## config.mk

```make
export PLATFORM = sky130hd
export DESIGN_NAME = spart_driver
export DESIGN_NICKNAME = d
export VERILOG_FILES = /design/src/rtl/spart_pkg.sv /design/src/rtl/spart_tx_slot.sv /design/src/rtl/spart_driver.sv
export SDC_FILE = /design/constraint.sdc
export NUM_CORES = 1
export LEC_CHECK = 0
export CORE_MARGIN = 4
export CORE_UTILIZATION = 50
export DETAILED_ROUTE_END_ITERATION = 8
export PLACE_DENSITY = 0.84
export SLEW_MARGIN = 40
export SYNTH_ARGS = -nofsm -noshare
export SYNTH_HDL_FRONTEND = slang
export SYNTH_SLANG_ARGS = --single-unit
export TNS_END_PERCENT = 50
```

## constraint.sdc

```tcl
create_clock -name clk -period 4.7 [get_ports clk]
set_input_delay 0.94 -clock clk [delete_from_list [all_inputs] [get_ports clk]]
set_output_delay 0.94 -clock clk [all_outputs]
set_load 0.01 [all_outputs]
```

## src/rtl/spart_pkg.sv

```systemverilog
// spart_pkg: shared codes, state enum and divisor helper for spart_driver.
// The WR_EC state is only reachable when SPART_DRV_ECHO_EN is defined.
package spart_pkg;

  localparam logic [1:0] A_BUF  = 2'b00;
  localparam logic [1:0] A_STAT = 2'b01;
  localparam logic [1:0] A_DBL  = 2'b10;
  localparam logic [1:0] A_DBH  = 2'b11;

  localparam int TBR_BIT = 0;
  localparam int RDA_BIT = 1;

  typedef enum logic [2:0] {
    S_INIT,
    S_WR_DBL,
    S_WR_DBH,
    S_POLL,
    S_RD_RX,
    S_WR_TX,
    S_WR_EC
  } state_t;

  // sel 0..3 selects 4800 << sel baud; result truncates before the -1
  function automatic logic [15:0] baud_div(
    input int unsigned clk_hz,
    input logic [1:0]  sel
  );
    int unsigned baud;
    baud = 32'd4800 << sel;
    return 16'(clk_hz / (16 * baud) - 1);
  endfunction

endpackage

```

## src/rtl/spart_tx_slot.sv

```systemverilog
// spart_tx_slot: one-entry byte buffer; a drain beats a load in the
// same cycle.
module spart_tx_slot (
  input  logic       clk,
  input  logic       rst,
  input  logic       load,
  input  logic       drain,
  input  logic [7:0] din,
  output logic       full,
  output logic [7:0] dout
);

  always_ff @(posedge clk) begin
    if (rst) begin
      full <= 1'b0;
      dout <= 8'h00;
    end else if (drain) begin
      full <= 1'b0;
    end else if (load) begin
      full <= 1'b1;
      dout <= din;
    end
  end

endmodule

```

## src/rtl/spart_driver.sv

```systemverilog
// spart_driver: bus-master sequencer for the mini-SPART register port.
// Define SPART_DRV_ECHO_EN to echo every received byte back out.
module spart_driver #(
  parameter int unsigned CLK_HZ = 100000000
) (
  input  logic       clk,
  input  logic       rst,
  input  logic [1:0] br_cfg,
  output logic       iocs,
  output logic       iorw,
  output logic [1:0] ioaddr,
  output logic [7:0] databus_wr,
  input  logic [7:0] databus_rd,
  input  logic       tx_valid,
  input  logic [7:0] tx_data,
  output logic       tx_ready,
  output logic       rx_valid,
  output logic [7:0] rx_data,
  output logic       cfg_done
);

  import spart_pkg::*;

  state_t      state;
  state_t      nxt;
  logic [1:0]  cfg_q;
  logic [15:0] div;
  logic        tx_full;
  logic [7:0]  tx_byte;
  logic        ec_full;
  logic [7:0]  ec_data;

  always_comb div = baud_div(CLK_HZ, cfg_q);

  assign tx_ready = !tx_full;

  spart_tx_slot u_tx (
    .clk   (clk),
    .rst   (rst),
    .load  (tx_valid && tx_ready),
    .drain (state == S_WR_TX),
    .din   (tx_data),
    .full  (tx_full),
    .dout  (tx_byte)
  );

`ifdef SPART_DRV_ECHO_EN
  spart_tx_slot u_echo (
    .clk   (clk),
    .rst   (rst),
    .load  (state == S_RD_RX),
    .drain (state == S_WR_EC),
    .din   (databus_rd),
    .full  (ec_full),
    .dout  (ec_data)
  );
`else
  assign ec_full = 1'b0;
  assign ec_data = 8'h00;
`endif

  always_ff @(posedge clk) begin
    if (rst) state <= S_INIT;
    else     state <= nxt;
  end

  // a pending echo also blocks RX so the echo slot never overflows
  always_comb begin
    nxt = state;
    unique case (state)
      S_INIT:   nxt = S_WR_DBL;
      S_WR_DBL: nxt = S_WR_DBH;
      S_WR_DBH: nxt = S_POLL;
      S_POLL: begin
        if (br_cfg != cfg_q)
          nxt = S_INIT;
        else if (ec_full && databus_rd[TBR_BIT])
          nxt = S_WR_EC;
        else if (databus_rd[RDA_BIT] && !ec_full)
          nxt = S_RD_RX;
        else if (databus_rd[TBR_BIT] && tx_full)
          nxt = S_WR_TX;
      end
      S_RD_RX, S_WR_TX, S_WR_EC: nxt = S_POLL;
      default: nxt = S_INIT;
    endcase
  end

  always_comb begin
    iocs       = 1'b0;
    iorw       = 1'b1;
    ioaddr     = A_BUF;
    databus_wr = 8'h00;
    unique case (state)
      S_WR_DBL: begin
        iocs       = 1'b1;
        iorw       = 1'b0;
        ioaddr     = A_DBL;
        databus_wr = div[7:0];
      end
      S_WR_DBH: begin
        iocs       = 1'b1;
        iorw       = 1'b0;
        ioaddr     = A_DBH;
        databus_wr = div[15:8];
      end
      S_POLL: begin
        iocs   = 1'b1;
        ioaddr = A_STAT;
      end
      S_RD_RX: iocs = 1'b1;
      S_WR_TX: begin
        iocs       = 1'b1;
        iorw       = 1'b0;
        databus_wr = tx_byte;
      end
      S_WR_EC: begin
        iocs       = 1'b1;
        iorw       = 1'b0;
        databus_wr = ec_data;
      end
      default: ;
    endcase
  end

  always_ff @(posedge clk) begin
    if (rst)                 cfg_q <= 2'b00;
    else if (state == S_INIT) cfg_q <= br_cfg;
  end

  always_ff @(posedge clk) begin
    if (rst)                   cfg_done <= 1'b0;
    else if (nxt == S_INIT)    cfg_done <= 1'b0;
    else if (state == S_WR_DBH) cfg_done <= 1'b1;
  end

  always_ff @(posedge clk) begin
    if (rst) begin
      rx_valid <= 1'b0;
      rx_data  <= 8'h00;
    end else begin
      rx_valid <= (state == S_RD_RX);
      if (state == S_RD_RX) rx_data <= databus_rd;
    end
  end

endmodule
```

==> report_table.html, run 1 <==
<table>
<tr><th>Metric</th><th>Value</th></tr>
<tr><th colspan="2">GRT</th></tr>
<tr><td>Number of global-route vias before repair</td><td>1792</td></tr>
<tr><td>Pin count of the biggest net entering global routing</td><td>25</td></tr>
<tr><td>Total grt overflow</td><td>0</td></tr>
<tr><td>Antenna violations before repair</td><td>0</td></tr>
<tr><td>All-Layer GR Usage</td><td>21.3%</td></tr>
<tr><td>First-pass GRT wire length</td><td>8.53 mm</td></tr>
<tr><th colspan="2">STA</th></tr>
<tr><td>Period utilisation layout</td><td>97.0%</td></tr>
<tr><td>Final Skew</td><td>1.91 ps</td></tr>
<tr><td>Final Hold Violating Endpoints</td><td>0</td></tr>
<tr><td>RSZ-0062 raised after global routing</td><td>no</td></tr>
<tr><td>Slew of the pin with the lowest slew margin</td><td>641 ps</td></tr>
<tr><td>Final WS setup</td><td>143 ps</td></tr>
<tr><td>Final Slew Violations</td><td>0</td></tr>
<tr><td>Fmax</td><td>219 MHz</td></tr>
<tr><td>Final critical path time including I/O delays and setup</td><td>4560 ps</td></tr>
<tr><td>Relative slew margins</td><td>56.9%</td></tr>
<tr><td>Final Hold Slack</td><td>462 ps</td></tr>
<tr><td>Number of endpoints failing setup at the final stage</td><td>0</td></tr>
<tr><td>Total negative slack for setup checks</td><td>0 ps</td></tr>
<tr><th colspan="2">CTS</th></tr>
<tr><td>Clock sinks</td><td>24</td></tr>
<tr><td>Max Root-Sink Buffers</td><td>2</td></tr>
<tr><td>Inserted Clock Buffers</td><td>3</td></tr>
<tr><td>Hold_buf cts</td><td>0</td></tr>
<tr><td>H-tree levels</td><td>1</td></tr>
<tr><td>Library cell used as clock root buffer</td><td>clkbuf_8</td></tr>
<tr><td>Setup repair bufs after CTS</td><td>0</td></tr>
<tr><td>Clock transition time at the flip-flop clock pins of the worst setup and hold paths</td><td>90 ps</td></tr>
<tr><td>Clock tree from TritonCTS</td><td>built</td></tr>
<tr><td>Clock latency on the worst-skew pair</td><td>270 ps</td></tr>
<tr><th colspan="2">Synth</th></tr>
<tr><td>Number of library cell types mapped by synthesis</td><td>59</td></tr>
<tr><td>Gate count after technology mapping</td><td>246</td></tr>
<tr><td>FF+latch count, synth</td><td>24</td></tr>
<tr><td>Synth warnings</td><td>0</td></tr>
<tr><td>Post-synthesis net count</td><td>278</td></tr>
<tr><td>Sequential fraction of the synthesis area</td><td>25.8%</td></tr>
<tr><td>Main flop type after synthesis</td><td>dfxtp_1</td></tr>
<tr><td>Number of flops mapped to enable cells by yosys</td><td>0</td></tr>
<tr><td>Proportion of synthesized flip-flops having asynchronous set or reset</td><td>0%</td></tr>
<tr><td>Mean Syn Cell Area</td><td>7.57 sq um</td></tr>
<tr><td>Netlist area before placement</td><td>0.00186 sq mm</td></tr>
<tr><th colspan="2">Run status</th></tr>
<tr><td>Status</td><td>completed</td></tr>
<tr><th colspan="2">Critical path</th></tr>
<tr><td>Cell type of the slowest stage on the worst timing path</td><td>clkdlybuf4s50_1</td></tr>
<tr><td>Element type at the critical path end</td><td>output pin</td></tr>
<tr><td>WS Path Type</td><td>reg2out</td></tr>
<tr><td>Highest net fanout along the worst path</td><td>7</td></tr>
<tr><td>Crit-path leading delay family</td><td>compound AO/OA/AOI/OAI gates</td></tr>
<tr><td>Worst endpoint required time</td><td>3760 ps</td></tr>
<tr><td>Worst path bufs/invs</td><td>3</td></tr>
<tr><td>Register-to-register setup slack</td><td>2520 ps</td></tr>
<tr><td>Maximum cell stage delay along the critical path</td><td>550 ps</td></tr>
<tr><td>Startpoint kind of the worst setup timing path</td><td>flip-flop</td></tr>
<tr><td>Critical Path, Cell by Cell</td><td>inv_1 -&gt; ha_1 -&gt; and2b_2 -&gt; a31o_1 -&gt; a31oi_4 -&gt; o21ai_0 -&gt; nand2_1 -&gt; inv_1 -&gt; ha_1 -&gt; xor2_1 -&gt; a211o_2 -&gt; o211a_1 -&gt; a31oi_1 -&gt; clkdlybuf4s50_1</td></tr>
<tr><td>Endpoint arrival time on the critical path</td><td>3620 ps</td></tr>
<tr><th colspan="2">Finish</th></tr>
<tr><td>Share of cells above drive strength 1</td><td>9.82%</td></tr>
<tr><td>Non-filler instance count after layout</td><td>331</td></tr>
<tr><td>Top library cells by usage in the layout, fill and taps aside</td><td>clkdlybuf4s50_1 (42), nor2_1 (37), nand2_1 (31)</td></tr>
<tr><td>Final Core Density</td><td>69.0%</td></tr>
<tr><td>Most common cell after layout, fill and taps aside</td><td>clkdlybuf4s50_1</td></tr>
<tr><td>Synthesis-to-finish area growth</td><td>28.5%</td></tr>
<tr><td>Design area</td><td>0.00239 sq mm</td></tr>
<tr><td>Ant diodes</td><td>0</td></tr>
<tr><td>Fin nets</td><td>318</td></tr>
<tr><th colspan="2">Detailed routing</th></tr>
<tr><td>Vias per Instance</td><td>5.65</td></tr>
<tr><td>Detail Route Antenna Nets</td><td>0</td></tr>
<tr><td>Number of remaining DRC errors</td><td>0</td></tr>
<tr><td>Aggregate routed wire length</td><td>5.09 mm</td></tr>
<tr><td>Vias post-DR</td><td>1869</td></tr>
<tr><td>Detailed-route wire length per cell</td><td>15.4 um</td></tr>
<tr><td>Iteration-0 DRC count of the detailed router</td><td>232</td></tr>
<tr><td>First drt pass iteration count</td><td>4</td></tr>
<tr><th colspan="2">Die</th></tr>
<tr><td>Die footprint</td><td>0.00477 sq mm</td></tr>
<tr><td>Number of core rows</td><td>21</td></tr>
<tr><td>Die extent in y</td><td>69.0 um</td></tr>
<tr><td>Core Region</td><td>0.00347 sq mm</td></tr>
<tr><td>Initial core utilization</td><td>53.7%</td></tr>
<tr><td>I/O pin count</td><td>44</td></tr>
<tr><td>Die X-Extent</td><td>69.0 um</td></tr>
<tr><th colspan="2">Place</th></tr>
<tr><td>Number of port buffers</td><td>43</td></tr>
<tr><td>Placement-stage cell area</td><td>0.00231 sq mm</td></tr>
<tr><td>Final HPWL DP</td><td>4.01 mm</td></tr>
<tr><td>Routability Congestion</td><td>0.965</td></tr>
<tr><td>Minimum setup slack after placement</td><td>343 ps</td></tr>
<tr><td>Placed cell count</td><td>327</td></tr>
<tr><th colspan="2">Run</th></tr>
<tr><td>Number of max-cap violations</td><td>0</td></tr>
<tr><th colspan="2">Hold path</th></tr>
<tr><td>Worst Hold Class</td><td>reg2reg</td></tr>
<tr><th colspan="2">Power and ir drop</th></tr>
<tr><td>Power after layout</td><td>0.613 mW</td></tr>
<tr><td>Standby leakage power</td><td>0.915 nW</td></tr>
<tr><td>Power Dens Cells</td><td>256 mW/mm^2</td></tr>
<tr><td>Worst vdd ir</td><td>191 uV</td></tr>
</table>
[synth_stat cells, types with 3 or more instances]
master / instances / area [sq um]
a21oi_1: 17 / 85.1
a31oi_1: 3 / 18.8
buf_6: 3 / 33.8
clkbuf_1: 7 / 26.3
dfxtp_1: 24 / 480
ha_1: 11 / 138
inv_1: 8 / 30.0
mux2i_1: 13 / 130
nand2_1: 31 / 116
nand2b_1: 5 / 31.3
nand3_1: 6 / 30.0
nor2_1: 37 / 139
nor3_1: 7 / 35.0
o21ai_0: 14 / 70.1
o22ai_1: 3 / 18.8
xnor2_1: 6 / 52.6
xor2_1: 3 / 26.3
[cell type report]
type / count / area, sq um
Clock buffer: 3 / 41.3
Clock inverter: 1 / 30.0
Fill cell: 290 / 1070
Inverter: 10 / 37.5
Multi-Input combinational cell: 199 / 1280
Sequential cell: 24 / 482
Tap cell: 46 / 57.6
Timing Repair Buffer: 48 / 463
[cell families (layout without fill, tap and decap cells)]
group / after synthesis / after routing / share of synthesized area [%]
xor gates and xnor gates: 9 / 9 / 4.23
muxes: 13 / 13 / 6.98
adders and majority gates: 11 / 11 / 7.39
AOI/OAI and AO/OA: 57 / 57 / 21.0
other: 1 / 1 / 0.201
and+or+nand+nor: 108 / 108 / 28.3
DFF: 24 / 24 / 25.8
buffers and inverters: 23 / 62 / 6.11
[flip-flops by register name, indices dropped and copies added (netlist names)]
register / count
rx_data: 8
u_tx.dout: 8
state: 3
cfg_q: 2
cfg_done: 1
rx_valid: 1
u_tx.full: 1
[timing repair]
item | in CTS | in global routing
endpoints found under the setup margin | 0 | 2
resized for setup | 0 | 2
endpoints found under the hold margin | 0 | 0
[power by group]
| part | switching (mW) | total (mW) | internal [mW] |
|---|---|---|---|
| logic | 0.111 | 0.209 | 0.0981 |
| clock network | 0.0675 | 0.181 | 0.114 |
| registers | 0.0102 | 0.223 | 0.213 |
[layer usage]
metal / GRT usage (%) / part of all wire (%) / vias to the layer above / wire [um]
met5: 0 / 0 / - / 0
met4: 2.82 / 0.37 / 0 / 19
met3: 5.52 / 7.0 / 2 / 355
met2: 32.2 / 44 / 70 / 2230
met1: 30.9 / 49 / 863 / 2490
li1: - / - / 934 / -
[path summary, 6_finish.rpt]
| check | endpoint | startpoint | cells after the start |
|---|---|---|---|
| max | databus_wr[3] | cfg_q[0] | 14 |
| min | rx_data[3] | rx_data[3] | 2 |
| max reg2reg | u_tx.dout[1] | state[2] | 4 |
| min reg2reg | rx_data[3] | rx_data[3] | 2 |
[worst min-delay path: cells and delay by family, from the launching register on]
family             cells  cell delay (ps)
AOI/OAI and AO/OA      1               50
DFF                    1              320
and+or+nand+nor        1               50
(Power assumes the default switching activity.)
==> inputs of run 2 (changes only) <==
Settings changed: REMOVE_ABC_BUFFERS set to 1.
==> report_table.html, run 2 (synthesis gave the netlist of run 1 again) <==
<table>
<tr><th>Metric</th><th>Value</th></tr>
<tr><th colspan="2">Critical path</th></tr>
<tr><td>Startpoint kind of the worst setup timing path</td><td>flip-flop</td></tr>
<tr><td>Element type at the critical path end</td><td>output pin</td></tr>
<tr><td>Highest net fanout along the worst path</td><td>7</td></tr>
<tr><td>Worst endpoint required time</td><td>3760 ps</td></tr>
<tr><td>Endpoint arrival time on the critical path</td><td>3290 ps</td></tr>
<tr><td>WS Path Type</td><td>reg2out</td></tr>
<tr><td>Maximum cell stage delay along the critical path</td><td>580 ps</td></tr>
<tr><td>Cell type of the slowest stage on the worst timing path</td><td>clkdlybuf4s50_1</td></tr>
<tr><td>Critical Path, Cell by Cell</td><td>clkinvlp_4 -&gt; buf_4 -&gt; ha_1 -&gt; nor2_1 -&gt; nand2_1 -&gt; a21o_2 -&gt; a41oi_1 -&gt; inv_1 -&gt; a221o_1 -&gt; o22ai_1 -&gt; clkdlybuf4s50_1</td></tr>
<tr><td>Worst path bufs/invs</td><td>4</td></tr>
<tr><td>Crit-path leading delay family</td><td>compound AO/OA/AOI/OAI gates</td></tr>
<tr><th colspan="2">Run status</th></tr>
<tr><td>Status</td><td>completed</td></tr>
<tr><th colspan="2">Place</th></tr>
<tr><td>Final HPWL DP</td><td>3.82 mm</td></tr>
<tr><td>Placed cell count</td><td>327</td></tr>
<tr><td>Routability Congestion</td><td>0.929</td></tr>
<tr><td>Number of port buffers</td><td>43</td></tr>
<tr><th colspan="2">CTS</th></tr>
<tr><td>Clock tree from TritonCTS</td><td>built</td></tr>
<tr><td>Inserted Clock Buffers</td><td>3</td></tr>
<tr><td>Library cell used as clock root buffer</td><td>clkbuf_8</td></tr>
<tr><td>Clock latency on the worst-skew pair</td><td>270 ps</td></tr>
<tr><td>Max Root-Sink Buffers</td><td>2</td></tr>
<tr><td>Hold_buf cts</td><td>0</td></tr>
<tr><td>Clock sinks</td><td>24</td></tr>
<tr><td>Clock transition time at the flip-flop clock pins of the worst setup and hold paths</td><td>80 ps</td></tr>
<tr><td>H-tree levels</td><td>1</td></tr>
<tr><th colspan="2">GRT</th></tr>
<tr><td>First-pass GRT wire length</td><td>8.38 mm</td></tr>
<tr><td>Number of global-route vias before repair</td><td>1692</td></tr>
<tr><td>Antenna violations before repair</td><td>0</td></tr>
<tr><td>All-Layer GR Usage</td><td>20.8%</td></tr>
<tr><td>Total grt overflow</td><td>0</td></tr>
<tr><td>Pin count of the biggest net entering global routing</td><td>25</td></tr>
<tr><th colspan="2">Die</th></tr>
<tr><td>Die footprint</td><td>0.00477 sq mm</td></tr>
<tr><td>I/O pin count</td><td>44</td></tr>
<tr><td>Core Region</td><td>0.00347 sq mm</td></tr>
<tr><td>Initial core utilization</td><td>53.7%</td></tr>
<tr><td>Number of core rows</td><td>21</td></tr>
<tr><td>Die extent in y</td><td>69.0 um</td></tr>
<tr><td>Die X-Extent</td><td>69.0 um</td></tr>
<tr><th colspan="2">Power and ir drop</th></tr>
<tr><td>Power Dens Cells</td><td>238 mW/mm^2</td></tr>
<tr><td>Switch share</td><td>32.5%</td></tr>
<tr><td>Combinational share of power</td><td>36.9%</td></tr>
<tr><td>Net switching power</td><td>0.186 mW</td></tr>
<tr><td>Worst vdd ir</td><td>214 uV</td></tr>
<tr><td>Clock power share</td><td>24.3%</td></tr>
<tr><td>Standby leakage power</td><td>0.949 nW</td></tr>
<tr><td>Pint</td><td>0.387 mW</td></tr>
<tr><td>Portion of total power attributed to sequential cells</td><td>38.8%</td></tr>
<tr><th colspan="2">Detailed routing</th></tr>
<tr><td>Iteration-0 DRC count of the detailed router</td><td>179</td></tr>
<tr><td>Aggregate routed wire length</td><td>5.07 mm</td></tr>
<tr><td>Number of remaining DRC errors</td><td>0</td></tr>
<tr><td>Vias post-DR</td><td>1886</td></tr>
<tr><td>Vias per Instance</td><td>5.66</td></tr>
<tr><td>Detailed-route wire length per cell</td><td>15.2 um</td></tr>
<tr><td>First drt pass iteration count</td><td>5</td></tr>
<tr><td>Detail Route Antenna Nets</td><td>0</td></tr>
<tr><th colspan="2">Finish</th></tr>
<tr><td>Ant diodes</td><td>0</td></tr>
<tr><td>Most common cell after layout, fill and taps aside</td><td>clkdlybuf4s50_1</td></tr>
<tr><td>Fillers</td><td>303</td></tr>
<tr><td>Fin nets</td><td>320</td></tr>
<tr><td>Non-filler instance count after layout</td><td>333</td></tr>
<tr><td>Largest registers in the final layout</td><td>rx_data (8), u_tx.dout (8), state (3)</td></tr>
<tr><td>Synthesis-to-finish area growth</td><td>29.0%</td></tr>
<tr><td>Top library cells by usage in the layout, fill and taps aside</td><td>clkdlybuf4s50_1 (40), nor2_1 (37), nand2_1 (31)</td></tr>
<tr><td>Share of cells above drive strength 1</td><td>10.8%</td></tr>
<tr><th colspan="2">STA</th></tr>
<tr><td>Final Skew</td><td>2.23 ps</td></tr>
<tr><td>Relative slew margins</td><td>59.2%</td></tr>
<tr><td>Final critical path time including I/O delays and setup</td><td>4230 ps</td></tr>
<tr><td>RSZ-0062 raised after global routing</td><td>no</td></tr>
<tr><td>Period utilisation layout</td><td>89.9%</td></tr>
<tr><td>Final Hold Violating Endpoints</td><td>0</td></tr>
<tr><td>Fmax</td><td>237 MHz</td></tr>
<tr><td>Final Slew Violations</td><td>0</td></tr>
<tr><td>Total negative slack for setup checks</td><td>0 ps</td></tr>
<tr><td>Slew of the pin with the lowest slew margin</td><td>611 ps</td></tr>
<tr><td>Number of endpoints failing setup at the final stage</td><td>0</td></tr>
<tr><th colspan="2">Hold path</th></tr>
<tr><td>Worst Hold Class</td><td>reg2reg</td></tr>
<tr><th colspan="2">Run</th></tr>
<tr><td>Number of max-cap violations</td><td>0</td></tr>
</table>
[run 2: final timing paths]
path	from	end	slack, ps	depth (start not counted)
worst max-delay path	cfg_q[0]	databus_wr[6]	470	11
worst min-delay path	rx_data[6]	rx_data[6]	460	2
worst max register to register	state[2]	u_tx.dout[4]	2500	4
worst min register to register	rx_data[6]	rx_data[6]	460	2
[run 2: metal layers]
layer / up-vias / GRT usage, % / wire, um
met5: - / 0 / 0
met4: 0 / 4.34 / 41
met3: 4 / 3.63 / 350
met2: 89 / 33.5 / 2300
met1: 855 / 29.1 / 2380
li1: 938 / - / -
[run 2: repair_timing]
| item | CTS | global route |
|---|---|---|
| endpoints found under the setup margin | 2 | 2 |
| buffers inserted | 0 | 2 |
| resized for setup | 1 | 5 |
[run 2: final cells by class]
type / instances / area [sq um] / area share, %
clock buffers: 4 / 55.1 / 2.29
inverters: 10 / 41.3 / 1.72
multi-input cells: 199 / 1280 / 53.4
flip-flops and latches: 24 / 484 / 20.1
well taps: 46 / 57.6 / 2.39
repair buffers: 50 / 483 / 20.1
[run 2: power by group through the flow]
stage / registers (mW) / logic, mW / clock network [mW]
final: 0.222 / 0.211 / 0.139
after global routing: 0.223 / 0.231 / 0.150
after CTS: 0.222 / 0.204 / 0.142
after detailed placement: 0.226 / 0.203 / 0
after global placement: 0.225 / 0.201 / 0
after floorplan: 0.226 / 0.122 / 0
[run 2: metrics by stage]
step	setup WS [ps]	total power, mW	utilization (%)	hold WS (ps)	cell area (sq um)
2_1_floorplan	568	0.349	-	458	1790
3_3_place_gp	327	0.426	66.7	441	2310
3_5_place_dp	191	0.429	66.7	447	2310
4_1_cts	7.92	0.568	68.3	458	2370
5_1_grt	302	0.604	69.3	478	2400
6_report	474	0.573	69.3	457	2400
[run 2: tightest hold or removal path, stage by stage, from the launching register on]
cell	delay [ps]
dfxtp_1	310
nand2_1	50
a21oi_1	50
